===== src/rtl/clk_divider_multi.sv =====
// Multi-channel programmable clock divider with glitch-free divisor reload and clean stop.
// Define CLKDIV_SYNC_EN to add sync_i, a global phase restart for all enabled channels.
module clk_divider_multi #(
  parameter int NUM_CH      = 4,
  parameter int DIV_W       = 16,
  parameter int DEFAULT_DIV = 2
) (
  input  logic                    clk_in,
  input  logic                    reset,
  input  logic [NUM_CH-1:0]       en_i,
  input  logic [NUM_CH-1:0]       load_i,
  input  logic [NUM_CH*DIV_W-1:0] div_i,
`ifdef CLKDIV_SYNC_EN
  input  logic                    sync_i,
`endif
  output logic [NUM_CH-1:0]       clk_out,
  output logic [NUM_CH-1:0]       tick_out,
  output logic [NUM_CH-1:0]       pending_o
);

  typedef enum logic {
    ST_IDLE = 1'b0,
    ST_RUN  = 1'b1
  } state_t;

  localparam logic [DIV_W-1:0] DIV_MIN = DIV_W'(2);
  localparam logic [DIV_W-1:0] DIV_RST = DIV_W'(DEFAULT_DIV);
  localparam logic [DIV_W-1:0] CNT_ONE = DIV_W'(1);

  logic sync_s;

`ifdef CLKDIV_SYNC_EN
  assign sync_s = sync_i;
`else
  assign sync_s = 1'b0;
`endif

  for (genvar c = 0; c < NUM_CH; c++) begin : g_ch
    state_t           state_r;
    logic [DIV_W-1:0] cnt_r;
    logic [DIV_W-1:0] div_r;
    logic [DIV_W-1:0] shadow_r;
    logic             pend_r;
    logic             clk_r;
    logic             tick_r;

    logic [DIV_W-1:0] eff_s;
    logic [DIV_W-1:0] high_s;
    logic [DIV_W-1:0] cnt_nxt_s;
    logic             wrap_s;
    logic             start_s;
    logic             stop_s;

    // Effective divisor, high time and period-boundary decode
    always_comb begin
      eff_s     = (div_r < DIV_MIN) ? DIV_MIN : div_r;
      high_s    = eff_s - (eff_s >> 1);
      cnt_nxt_s = cnt_r + CNT_ONE;
      wrap_s    = (state_r == ST_RUN) && (cnt_r == (eff_s - CNT_ONE));
      start_s   = en_i[c] && (sync_s || (state_r == ST_IDLE) || wrap_s);
      stop_s    = !en_i[c] && (sync_s || wrap_s);
    end

    // Period sequencer with shadowed divisor; a same-edge load lands after any apply
    always_ff @(posedge clk_in or posedge reset) begin
      if (reset) begin
        state_r  <= ST_IDLE;
        cnt_r    <= {DIV_W{1'b0}};
        div_r    <= DIV_RST;
        shadow_r <= DIV_RST;
        pend_r   <= 1'b0;
        clk_r    <= 1'b0;
        tick_r   <= 1'b0;
      end else begin
        if (start_s) begin
          state_r <= ST_RUN;
          cnt_r   <= {DIV_W{1'b0}};
          clk_r   <= 1'b1;
          tick_r  <= 1'b1;
          if (pend_r) begin
            div_r  <= shadow_r;
            pend_r <= 1'b0;
          end else begin
            div_r  <= div_r;
          end
        end else if (stop_s) begin
          state_r <= ST_IDLE;
          cnt_r   <= {DIV_W{1'b0}};
          clk_r   <= 1'b0;
          tick_r  <= 1'b0;
        end else if (state_r == ST_RUN) begin
          cnt_r  <= cnt_nxt_s;
          clk_r  <= (cnt_nxt_s < high_s);
          tick_r <= 1'b0;
        end else begin
          cnt_r  <= {DIV_W{1'b0}};
          clk_r  <= 1'b0;
          tick_r <= 1'b0;
        end
        if (load_i[c]) begin
          shadow_r <= div_i[c*DIV_W +: DIV_W];
          pend_r   <= 1'b1;
        end else begin
          shadow_r <= shadow_r;
        end
      end
    end

    assign clk_out[c]   = clk_r;
    assign tick_out[c]  = tick_r;
    assign pending_o[c] = pend_r;
  end

endmodule


===== config.mk =====
export PLATFORM = sky130hd
export DESIGN_NAME = clk_divider_multi
export DESIGN_NICKNAME = d
export VERILOG_FILES = /design/src/rtl/clk_divider_multi.sv
export SDC_FILE = /design/constraint.sdc
export NUM_CORES = 1
export LEC_CHECK = 0
export CAP_MARGIN = 15
export CORE_ASPECT_RATIO = 1.75
export CORE_UTILIZATION = 40
export DETAILED_ROUTE_END_ITERATION = 16
export PLACE_DENSITY = 0.59
export SYNTH_ARGS = -nofsm -noshare
export SYNTH_HDL_FRONTEND = slang
export SYNTH_SLANG_ARGS = --single-unit

===== constraint.sdc =====
create_clock -name clk_in -period 6.9 [get_ports clk_in]
set_clock_uncertainty 0.1 [all_clocks]
set_input_delay 1.38 -clock clk_in [delete_from_list [all_inputs] [get_ports clk_in]]
set_output_delay 1.38 -clock clk_in [all_outputs]
set_load 0.005 [all_outputs]

==> flow_metrics.env, run 1 <==
export IMPL_cts_sinks=208
export IMPL_max_stage_delay_ns=0.53
export IMPL_critical_path_required_ns=7.21
export IMPL_syn2layout_area_growth_pct=12.3
export IMPL_num_vias=11600
export IMPL_p_leak_nw=8.13
export IMPL_final_core_util_pct=45.5
export IMPL_rsz0062_at_grt="no"
export IMPL_hpwl_um=29400
export IMPL_power_frac_clock_pct=25.3
export IMPL_synth_avg_cell_area_um2=9.66
export IMPL_overflow=0
export IMPL_crit_type="reg -> reg"
export IMPL_p_sw_share_pct=37.8
export IMPL_finalPower_mw=5.02
export IMPL_cts_root_buffer="clkbuf_16"
export IMPL_dp_cells=2129
export IMPL_grt_pass1_vias=11800
export IMPL_tritoncts="yes"
export IMPL_setup_viol=0
export IMPL_fp_dieW_um=152
export IMPL_ant_nets=0
export IMPL_ys_top_cells_by_area="dfrtp_1 32%, ha_1 16%, mux2_2 7.4%"
export IMPL_stdcell_count=2171
export IMPL_power_density_nw_per_um2=282
export IMPL_syn_area_um2=15800
export IMPL_synth_edf_count=0
export IMPL_violations="DRC"
export IMPL_max_freq_ghz=0.186
export IMPL_synth_top_area_cell="dfrtp_1"
export IMPL_setup_worst_path_start_class="register"
export IMPL_cts_buffers=23
export IMPL_synth_distinct_cells=73
export IMPL_wl_per_cell_um=17.1
export IMPL_core_um2=39000
export IMPL_cts_hold_buf=0
export IMPL_route_detailed_drc=9
export IMPL_clock_tree_buffer_depth=3
export IMPL_cp_end_kind="register"
export IMPL_report_final_slew_viol_count=0
export IMPL_r2r_start="g_ch[3].div_r[15]"
export IMPL_hold_class="reg -> reg"
export IMPL_hp_start="g_ch[2].shadow_r[4]"
export IMPL_ir_worst_vdd_uv=215
export IMPL_tightest_slew_ns=0.969
export IMPL_h_tree_depth=1
export IMPL_ctsResizeCount=0
export IMPL_gp_congestion=0.898
export IMPL_nets=1942
export IMPL_core_rowCount=96
export IMPL_clk_insertion_delay_late_ns=0.54
export IMPL_n_antenna_cell=0
export IMPL_seq_area_frac_synth_pct=33.0
export IMPL_antenna_found_initial=0
export IMPL_maxSlewHeadroom_pct=35.3
export IMPL_power_switching_mw=1.90
export IMPL_cp_top_family="simple AND/OR/NAND/NOR gates"
export IMPL_worstPathMaxFanout=20
export IMPL_maxCapViolations=0
export IMPL_crit_start="g_ch[3].div_r[15]"
export IMPL_p_int_mw=3.12
export IMPL_die_y_um=265
export IMPL_grtUsageTotal_pct=18.6
export IMPL_period_share_pct=77.8
export IMPL_cts_setup_buffers=0
export IMPL_path_buf_inv=3
export IMPL_synthCells=1638
export IMPL_worstPathCellList="inv_1, ha_1, or4b_1, o41a_1, inv_2, ha_1, nand4_1, or3_1, o2bb2ai_1, or4_1, or4b_1, o41ai_4, buf_4, nand3_2, mux2_4"
export IMPL_slowest_stage="or4b_1"
export IMPL_grt_max_degree=125
export IMPL_grt_pass1_wl_um=60200
export IMPL_ys_ff_latch=208
export IMPL_syn_nets=1916
export IMPL_first_pass_iters=10
export IMPL_hold_viol=0
export IMPL_synth_top_area_share_pct=31.6
export IMPL_ys_warn_count=0
export IMPL_ios=86
export IMPL_async_flop_share_pct=100
export IMPL_combPwrFrac_pct=43.0
export IMPL_status="finished with violations"
export IMPL_p_seq_share_pct=31.7
export IMPL_wirelength_um=37100
export IMPL_start_util_pct=40.5
export IMPL_fin_crit_ns=5.37
export IMPL_critPathArrivalTime_ns=5.68
export IMPL_die_area_um2=40400
export IMPL_dr_first_iter_drc_count=444
export IMPL_drive_above_1_share_pct=10.9
export IMPL_synth_flop_cell="dfrtp_1"
export IMPL_clk_pin_slew_ns=0.06
export IMPL_port_buffers=85
export IMPL_fin_tns_setup_ns=0
export IMPL_viasPerCell=5.35
## layer usage
metal / share of wire (%) / global-route usage [%] / vias to the layer above
met3: 3.2 / 2.15 / 82
met1: 37 / 19.0 / 5599
met4: 4.5 / 9.38 / 0
met2: 55 / 36.6 / 216
met5: 0 / 0 / -
li1: - / - / 5719
## worst reg2reg max path: stages (launching register included)
cell and delay [ns]:
dfrtp_1 0.40, inv_1 0.09, ha_1 0.16, or4b_1 0.45, o41a_1 0.49, inv_2 0.13
ha_1 0.22, nand4_1 0.21, or3_1 0.42, o2bb2ai_1 0.13, or4_1 0.51, or4b_1 0.53
o41ai_4 0.21, buf_4 0.29, nand3_2 0.46, mux2_4 0.47
## layout make-up
type	instances	area, µm²
Clock buffer	29	638
Clock inverter	13	136
Fill cell	3637	21300
Inverter	132	499
Multi-Input combinational cell	1207	9740
Sequential cell	208	5220
Tap cell	490	613
Timing Repair Buffer	92	916
## kinds of logic after synthesis
| logic type | Yosys count | synth area share, % |
|---|---|---|
| mux | 121 | 8.79 |
| simple gates | 466 | 15.6 |
| compound gates | 228 | 9.74 |
| xor+xnor | 188 | 10.9 |
| fa+ha+maj | 204 | 16.3 |
| buf+inv | 223 | 5.63 |
| flops | 208 | 33.0 |
## cell usage in the layout (no fill, tap or decap), types with 48 or more instances in the layout
| cell type | n |
|---|---|
| nand3_1 | 48 |
| xor2_1 | 49 |
| nor2b_1 | 67 |
| ha_1 | 200 |
| xnor2_1 | 133 |
| nor2_1 | 103 |
| inv_1 | 130 |
| dfrtp_1 | 200 |
| clkdlybuf4s50_1 | 85 |
| mux2_2 | 104 |
| nand2_1 | 72 |
| o21ai_0 | 55 |
## stage by stage
step,area [µm²],worst slack (ns),hold WS (ns)
after global placement,17000,1.60,0.358
final,17800,1.53,0.380
after global routing,17800,1.19,0.400
after detailed placement,17000,1.53,0.369
after floorplan,15800,2.34,0.346
after CTS,17800,1.50,0.386
## power by group through the flow
stage / Clock (mW) / Combinational [mW] / Sequential [mW]
global route: 1.36 / 2.43 / 1.62
finish: 1.27 / 2.16 / 1.59
detailed placement: 0 / 2.16 / 1.61
CTS: 1.32 / 2.18 / 1.59
floorplan: 0 / 1.69 / 1.53
global placement: 0 / 2.13 / 1.61
## sequential cells by signal, indices dropped and copies added, names as in the netlist
register       count
g_ch.cnt_r        64
g_ch.div_r        64
g_ch.shadow_r     64
g_ch.clk_r         4
g_ch.pend_r        4
g_ch.state_r       4
g_ch.tick_r        4
## worst paths after layout
| path | end | slack, ns | cells after the start |
|---|---|---|---|
| worst max-delay path | g_ch[3].div_r[5] | 1.53 | 15 |
| worst min-delay path | g_ch[2].div_r[4] | 0.38 | 2 |
| worst max register to register | g_ch[3].div_r[5] | 1.53 | 15 |
| worst min register to register | g_ch[2].div_r[4] | 0.38 | 2 |
| max in group asynchronous | g_ch[1].shadow_r[10] | 4.23 | 3 |
| min in group asynchronous | g_ch[0].shadow_r[12] | 1.28 | 2 |
## synthesized netlist by cell type, types with 12 or more instances
cell      count
a21o_1       14
a21oi_1      47
and3_1       31
buf_4        12
clkbuf_1     75
dfrtp_1     200
ha_1        200
inv_1       131
mux2_2      104
nand2_1      72
nand2b_1     26
nand3_1      48
nand4_1      25
nor2_1      103
nor2b_1      67
nor3_1       21
nor4_1       22
o21ai_0      55
o41ai_1      14
xnor2_1     133
xor2_1       49
No activity file was read; power rests on OpenSTA's default activity.
==> run 2, diff against run 1 <==
- PLACE_DENSITY: 0.59 -> 0.57
- clock period: 6.9 -> 5.3 ns (I/O delays scaled with it)
==> run 2 against run 1 <==
  * The flow still finishes with violations (DRC)
  * Sequential cell count did not move
  * Largest cell class unchanged
  * Critical path depth increased by 4
  * Combinational power is 32% higher
  * Die area unchanged
  * Highest routed layer unchanged
  * Cell area rose by 1.2%
==> flow_metrics.env, run 2 (same netlist as run 1, synthesis figures left out) <==
export IMPL_critical_path_required_ns=5.60
export IMPL_h_tree_depth=1
export IMPL_stdcell_count=2186
export IMPL_first_pass_iters=10
export IMPL_num_vias=11600
export IMPL_ir_worst_vdd_uv=206
export IMPL_max_stage_delay_ns=0.50
export IMPL_maxSlewHeadroom_pct=40.2
export IMPL_die_y_um=265
export IMPL_tightest_slew_ns=0.894
export IMPL_wl_per_cell_um=17.1
export IMPL_status="finished with violations"
export IMPL_nets=1958
export IMPL_final_cell_mix="200 x ha_1, 200 x dfrtp_1, 133 x xnor2_1"
export IMPL_power_density_nw_per_um2=371
export IMPL_fp_dieW_um=152
export IMPL_dr_first_iter_drc_count=365
export IMPL_core_rowCount=96
export IMPL_setup_viol=0
export IMPL_grt_pass1_wl_um=62300
export IMPL_crit_type="reg -> reg"
export IMPL_setup_worst_path_start_class="register"
export IMPL_cts_sinks=208
export IMPL_rrSetupSlack_ns=0.40
export IMPL_hold_viol=0
export IMPL_finalPower_mw=6.66
export IMPL_route_detailed_drc=4
export IMPL_syn2layout_area_growth_pct=13.6
export IMPL_drive_above_1_share_pct=11.9
export IMPL_overflow=0
export IMPL_clk_insertion_delay_late_ns=0.54
export IMPL_grtUsageTotal_pct=19.2
export IMPL_critPathArrivalTime_ns=5.20
export IMPL_n_antenna_cell=0
export IMPL_hold_class="reg -> reg"
export IMPL_violations="DRC"
export IMPL_clock_tree_buffer_depth=3
export IMPL_period_share_pct=92.5
export IMPL_report_final_slew_viol_count=0
export IMPL_clk_pin_slew_ns=0.07
export IMPL_port_buffers=85
export IMPL_worstPathMaxFanout=5
export IMPL_holdPathStages=2
export IMPL_viasPerCell=5.29
export IMPL_reg_largest_list="g_ch.cnt_r x64, g_ch.div_r x64, g_ch.shadow_r x64"
export IMPL_fin_crit_ns=4.90
export IMPL_dp_cells=2145
export IMPL_die_area_um2=40400
export IMPL_tritoncts="yes"
export IMPL_maxCapViolations=0
export IMPL_cp_end_kind="register"
export IMPL_start_util_pct=40.5
export IMPL_cts_buffers=23
export IMPL_max_freq_ghz=0.204
export IMPL_rr_worst_depth=19
export IMPL_ant_nets=0
export IMPL_cts_root_buffer="clkbuf_16"
export IMPL_fill_cells=3705
export IMPL_worstPathCellList="inv_1, ha_1, or4b_1, o41a_1, inv_2, ha_1, nor2b_1, o311ai_0, a211oi_1, nor4_1, o41ai_1, a221oi_2, xnor2_1, ha_1, nand4_1, nor2_1, o211ai_1, a21oi_1, o31ai_1"
export IMPL_ios=86
export IMPL_antenna_found_initial=0
export IMPL_cpMostUsedCell="ha_1"
export IMPL_rsz0062_at_grt="no"
export IMPL_gp_congestion=0.867
export IMPL_wirelength_um=37400
export IMPL_hpwl_um=29300
export IMPL_grt_max_degree=106
export IMPL_p_leak_nw=8.23
export IMPL_grt_pass1_vias=12200
export IMPL_core_um2=39000
export IMPL_slowest_stage="o41a_1"
export IMPL_fin_tns_setup_ns=0
## run 2: path summary, 6_finish.rpt
kind                               endpoint                start
max reg2reg                   g_ch[3].clk_r    g_ch[3].div_r[15]
min in group asynchronous  g_ch[3].cnt_r[0]                reset
min                        g_ch[2].div_r[0]  g_ch[2].shadow_r[0]
min reg2reg                g_ch[2].div_r[0]  g_ch[2].shadow_r[0]
max                           g_ch[3].clk_r    g_ch[3].div_r[15]
max in group asynchronous    g_ch[2].pend_r                reset
## run 2: report_power, final
part	internal (mW)	switching (mW)	leakage (nW)
Combinational	1.35	1.51	5.35
Sequential	1.79	0.275	2.49
Clock	1.05	0.693	0.389
## run 2: layer usage
metal / vias up / part of all wire (%) / track usage (%)
met3: 77 / 2.6 / 2.09
met5: - / 0 / 0
met1: 5574 / 38 / 19.9
met4: 0 / 4.2 / 8.69
li1: 5748 / - / -
met2: 171 / 55 / 38.1
## run 2: cell type report
| cell class | instances | area (µm²) | share of cell area [%] |
|---|---|---|---|
| multi-input combinational | 1207 | 9770 | 54.4 |
| clock buffer | 30 | 642 | 3.57 |
| sequential | 208 | 5220 | 29.0 |
| inverter | 132 | 499 | 2.78 |
| timing repair buffer | 108 | 1060 | 5.90 |
| clock inverter | 11 | 170 | 0.947 |
| tap | 490 | 613 | 3.41 |
## run 2: worst max-delay path, delay by kind of cell (launching register included)
kind | cells | cell delay, ns
AOI/OAI and AO/OA | 8 | 2.22
xor gates and xnor gates | 1 | 0.13
adders and majority gates | 3 | 0.68
buffers and inverters | 2 | 0.22
DFF | 1 | 0.40
and+or+nand+nor | 5 | 1.03
## run 2: through the flow
stage | cell area, µm² | utilization, % | setup WS [ns] | hold slack, ns
after global placement | 17100 | 43.9 | 0.373 | 0.358
after CTS | 17900 | 46.0 | 0.301 | 0.380
after floorplan | 15800 | - | 0.743 | 0.346
final | 18000 | 46.0 | 0.400 | 0.375
after detailed placement | 17100 | 43.9 | 0.283 | 0.364
after global routing | 18000 | 46.0 | 0.0272 | 0.412
## run 2: timing repair
item	4_1_cts	5_1_grt
setup buffers	0	0
resized for setup	0	4
hold buffers	0	0
setup endpoints to repair	0	3
==> run 3, diff against run 2 <==
- SLEW_MARGIN: not set -> 15
==> results of run 3 <==
Final layout, timing and power as in run 2 (identical DEF).
==> edit 1: new RTL, flow settings as in run 1 <==
Add a define of `CLKDIV_SYNC_EN`.
--- a/src/rtl/clk_divider_multi.sv
+++ b/src/rtl/clk_divider_multi.sv
@@ -1,4 +1,6 @@
 // Multi-channel programmable clock divider with glitch-free divisor reload and clean stop.
 // Define CLKDIV_SYNC_EN to add sync_i, a global phase restart for all enabled channels.
+`define CLKDIV_SYNC_EN
+
 module clk_divider_multi #(
   parameter int NUM_CH      = 4,
Ports: changed (added sync_i); port bits go from 86 to 87. No check against the original RTL was run, so the function may have changed too.
==> edit 1 against run 1 <==
- synthesized area increased by 4.5%
- critical endpoint is now g_ch[2].clk_r$_DFF_PP0_
- die area increased by 4.4%
- setup slack improved by 190 ps
- total power increased by 13%
- critical path type unchanged
- final area increased by 4.0%
- sequential cell count unchanged
- wire length increased by 8.2%
==> edit 1: results (changes against run 1) <==
* Layout cells sized above 1 at 0.115 (+0.00586)
* Clock power share at 0.226 (-0.027)
* Worst-path clk slew at 70 ps
* Reg2reg path depth at 21 (+6)
* DR vias/cell at 5.35 (about the same)
* Multi-input logic area at 10,300 um^2 (+5.9%)
* Metal3 WL at 1.13 mm (-4.8%)
* Gpl congestion at 0.917 (+2.1%)
* Worst path top cell family by delay: compound AO/OA/AOI/OAI gates
* Slowest cell on crit path: nor4b_1
* Met3 usage at 0.0213 (-0.000202)
* Largest net degree at the start of global routing at 166 (+33%)
* Cell area after placement at 17,700 um^2 (+4.1%)
* Sequential-to-total area share from yosys stat at 0.316 (-0.0141)
* DPL Wire Length at 31.4 mm (+6.7%)
* Combinational cell power at 2.81 mW (+30%)
* Largest registers: g_ch.cnt_r (64), g_ch.div_r (64), g_ch.shadow_r (64)
* Skew-Pair Late Insertion Delay at 530 ps
* Cells after DPL at 2,262 (+6.2%)
* DR WL/cell at 17.4 um (+2.1%)
* Number of global-route vias before repair at 12,716 (+7.4%)
* CP arrival at 5550 ps (-130 ps)
* M1 WL at 14.8 mm (+6.6%)
* Switching power at 2.23 mW (+18%)
* Hold path endpoint: g_ch[1].div_r[11]$_DFFE_PP0P_
* Count of cell types in the netlist at 86 (+18%)
* Relative slew slack at 0.267 (-0.0853)
* Vias at 12,320 (+6.1%)
* Initial antenna violation count at 0 (unchanged)
* HP Class: reg -> reg
* DR iter-0 viols at 636 (+43%)
* VDD IR-drop max at 0.218 mV (+1.7%)
* Hold wc startpoint: g_ch[1].shadow_r[11]$_DFFE_PP0P_
* Worst hold slack at 398 ps (+18.1 ps)
* ANT cells at 0 (unchanged)
* Max layer used: met4
* Status: finished, final reports clean
* First-pass GRT wire length at 65.2 mm (+8.3%)
* Total power at 5.66 mW (+13%)
* Pre-antenna DRT Iters at 5 (-5)
* Met1 Use GR at 0.201 (+0.0109)
* Hold Path Stages at 1 (-1)
* Global Route Usage Sum at 0.194 (+0.00857)
* End of the critical path: g_ch[2].clk_r$_DFF_PP0_
* Synthesized area per cell at 9.59 um^2 (-0.74%)
* Largest cells by area after synthesis: dfrtp_1, ha_1, xnor2_1
* H-Tree Depth at 1 (unchanged)
* Top cells by count, synth: dfrtp_1, ha_1, xnor2_1
* Final nets at 2,007 (+3.3%)
* RR Startpoint: g_ch[2].div_r[15]$_DFFE_PP0P_
* Count of buffers from port buffering at 86 (+1.2%)
* Crit path max fanout at 7 (-65%)
* Inserted Clock Buffers at 22 (-4.3%)
* Leakage at 8.42 nW (+3.5%)
* Setup ws final at 1720 ps (+192 ps)
* CP max stage delay at 520 ps
* Met2 wire length at 22.4 mm (+10%)
* M2 GR Usage at 0.382 (+0.0153)
* Fillers at 3,901 (+7.3%)
edit 1: cell types whose count changed in the layout (fill, tap and decap cells not counted), sizes merged, moves of 11 or more:
cell / delta
o21ai: -36
a21oi: +28
nand3: +23
nand2: -21
and2: +18
o311ai: +18
a21o: +13
o41ai: -13
nor2: -12
a31oi: +11
edit 1: logic make-up after synthesis:
kind of cell / after synthesis / synth area share
muxes: 118 / 0.0848
xor gates and xnor gates: 190 / 0.105
adders and majority gates: 196 / 0.150
DFF: 208 / 0.316
AOI/OAI and AO/OA: 270 / 0.118
and+or+nand+nor: 498 / 0.166
buffers and inverters: 244 / 0.0603
edit 1: layout make-up:
cell class,instances,share of cell area
well taps,550,0.0373
clock inverters,7,0.00508
multi-input cells,1272,0.559
inverters,138,0.0283
clock buffers,33,0.0375
flip-flops and latches,208,0.282
repair buffers,94,0.0505
==> edit 2: new RTL, settings of run 1 <==
Without the edit above. Put one more register stage on the output `tick_out`. The value now appears one clock later. The other outputs are not delayed to match.
--- a/src/rtl/clk_divider_multi.sv
+++ b/src/rtl/clk_divider_multi.sv
@@ -27,4 +27,6 @@
   localparam logic [DIV_W-1:0] DIV_RST = DIV_W'(DEFAULT_DIV);
   localparam logic [DIV_W-1:0] CNT_ONE = DIV_W'(1);
+
+  logic [NUM_CH-1:0] tick_d;
 
   logic sync_s;
@@ -108,6 +110,10 @@
 
     assign clk_out[c]   = clk_r;
-    assign tick_out[c]  = tick_r;
+    assign tick_d[c]  = tick_r;
     assign pending_o[c] = pend_r;
+  end
+
+  always_ff @(posedge clk_in) begin
+    tick_out <= tick_d;
   end
 
Behaviour: not the same (Yosys sat finds a counterexample within 4 cycles, from zero or initial values and one cycle with reset high).
==> edit 2 against run 1 <==
- the run still ends with DRC left
- largest cell class unchanged
- highest routed layer unchanged
- final area shrank 0.44%
- critical endpoint is now g_ch[2].clk_r$_DFF_PP0_
- critical path type unchanged
- synthesized cell count shrank 2.3%
- setup slack gained 160 ps
- sequential cell count grew 4
- synthesized area shrank 0.27%
- critical path depth grew 6
- via count shrank 2.6%
- first-iteration DRC count shrank 4.5%
- wire length is essentially flat
- combinational power grew 44%
- non-clock buffer count shrank 2
- total power grew 22%
==> edit 2: results (changes against run 1) <==
* Relative slew slack at 0.371 (+0.0181)
* R2R setup slack at 1690 ps (+160 ps)
* Count of buffers from port buffering at 85 (unchanged)
* M1 WL at 13.5 mm (-2.9%)
* R2r endpoint: g_ch[2].clk_r$_DFF_PP0_
* Vias at 11,317 (-2.6%)
* CTS-repair resized insts at 0 (unchanged)
* Fillers at 3,704 (+1.8%)
* Hold Path Stages at 0 (-2)
* Metal3 WL at 1.04 mm (-13%)
* Gpl congestion at 0.907 (+1.0%)
* Pre-antenna DRT Iters at 11 (+1)
* Worst hold slack at 239 ps (-141 ps)
* Number of global-route vias before repair at 12,056 (+1.8%)
* Largest net degree at the start of global routing at 117 (-6.4%)
* Reg2reg path depth at 21 (+6)
* Setup slack at placement at 1690 ps (+162 ps)
* Root buffer cell: clkbuf_16
* Clock tree buffer depth at 3 (unchanged)
* DR iter-0 viols at 424 (-4.5%)
* Crit Path Class: reg -> reg
* Hold wc startpoint: g_ch[3].tick_r$_DFF_PP0_
* Max layer used: met4
* RR Startpoint: g_ch[2].div_r[15]$_DFFE_PP0P_
* Initial antenna violation count at 0 (unchanged)
* Top cells by count, synth: dfrtp_1, ha_1, inv_1
* Largest cells by area after synthesis: dfrtp_1, ha_1, mux2_2
* Postcts setup bufs at 0 (unchanged)
* Sequential-to-total area share from yosys stat at 0.336 (+0.00596)
* CP max stage delay at 500 ps (-30 ps)
* Layout cells sized above 1 at 0.122 (+0.0133)
* Syn nets at 1,878 (-2.0%)
* Count of cell types in the netlist at 74 (+1.4%)
* Slowest cell on crit path: nand4_1
* DR WL/cell at 17.4 um (+1.9%)
* CP arrival at 5540 ps (-140 ps)
* HP Class: reg -> reg
* Crit path max fanout at 11 (-45%)
* Inserted Clock Buffers at 23 (unchanged)
* DPL Wire Length at 29.4 mm (-0.22%)
* ANT cells at 0 (unchanged)
* Global Route Usage Sum at 0.189 (+0.00311)
* VDD IR-drop max at 0.197 mV (-8.1%)
* Hold path endpoint: tick_out[3]$_DFF_P_
* First-pass GRT wire length at 60.7 mm (+0.74%)
* Leakage at 8.15 nW (+0.21%)
* Skew-Pair Late Insertion Delay at 530 ps
* Worst path top cell family by delay: compound AO/OA/AOI/OAI gates
* Post-synth top flop: dfrtp_1
* H-Tree Depth at 1 (unchanged)
* Failing checks: DRC
* YS warnings at 0 (unchanged)
* Met2 wire length at 20.5 mm (+0.79%)
* Status: finished with violations
* Worst-path clk slew at 60 ps (about the same)
* Largest registers: g_ch.cnt_r (64), g_ch.div_r (64), g_ch.shadow_r (64)
* Ys async rst share at 0.981 (-0.0189)
* Drt drc at 10 (+1)
edit 2: cell types whose count changed after synthesis, sizes merged, moves of 7 or more:
| cell | change |
|---|---|
| nor2b | -17 |
| mux2 | +16 |
| o21ai | -16 |
| xor2 | +15 |
| and4 | -8 |
| a21o | +7 |
edit 2: per-layer routing:
metal	vias up	global-route usage
met4	0	0.105
met1	5465	0.185
met5	-	0
met2	215	0.380
li1	5540	-
met3	97	0.0185
edit 2: how the worst max path moves through the flow:
stage / endpoint / slack [ps] / cells past startpoint
after CTS: g_ch[2].clk_r$_DFF_PP0_ / 1670 / 21
after floorplan: g_ch[1].clk_r$_DFF_PP0_ / 2620 / 19
final: g_ch[2].clk_r$_DFF_PP0_ / 1690 / 21
after global placement: g_ch[2].clk_r$_DFF_PP0_ / 1740 / 21
after detailed placement: g_ch[2].clk_r$_DFF_PP0_ / 1690 / 21
after global routing: g_ch[2].clk_r$_DFF_PP0_ / 1260 / 21
edit 2: final cells by class:
class	count	area, um^2	share of cell area
clock inverters	12	121	0.00686
clock buffers	28	634	0.0359
inverters	132	499	0.0282
flip-flops and latches	212	5300	0.299
well taps	485	607	0.0343
multi-input cells	1171	9630	0.544
repair buffers	90	901	0.0509
edit 2: cells by family after synthesis:
logic type                 Yosys count  share of synthesized area
DFF                                212                      0.336
xor gates and xnor gates           196                      0.110
AOI/OAI and AO/OA                  205                     0.0910
buffers and inverters              217                     0.0553
and+or+nand+nor                    429                      0.143
adders and majority gates          204                      0.164
muxes                              137                      0.102
edit 2: power by group:
group / leakage (nW) / switching [mW] / total (mW) / internal [mW]
sequential: 2.60 / 0.297 / 1.74 / 1.44
combinational: 5.18 / 1.65 / 3.11 / 1.46
clock: 0.370 / 0.523 / 1.25 / 0.728
edit 2: metrics by stage:
stage,area [um^2],util,cells
floorplan,15800,-,1600
finish,17700,0.458,2130
global placement,16900,0.438,2090
global route,17700,0.458,2130
CTS,17700,0.458,2130
detailed placement,16900,0.438,2090
edit 2: worst reg2reg max path: stages, from the launching register on:
cell	delay, ps
dfrtp_1	420
inv_1	100
ha_1	140
nor4b_1	420
nand4_1	500
nand2b_1	320
inv_1	130
fa_1	480
o21bai_1	140
a21oi_1	110
nor2_1	130
o221ai_1	250
o41ai_1	490
nor2_1	110
xnor2_1	150
ha_1	290
a21o_1	180
a21oi_1	130
nor2b_1	50
o21ai_0	170
a31oi_1	110
o31ai_1	200
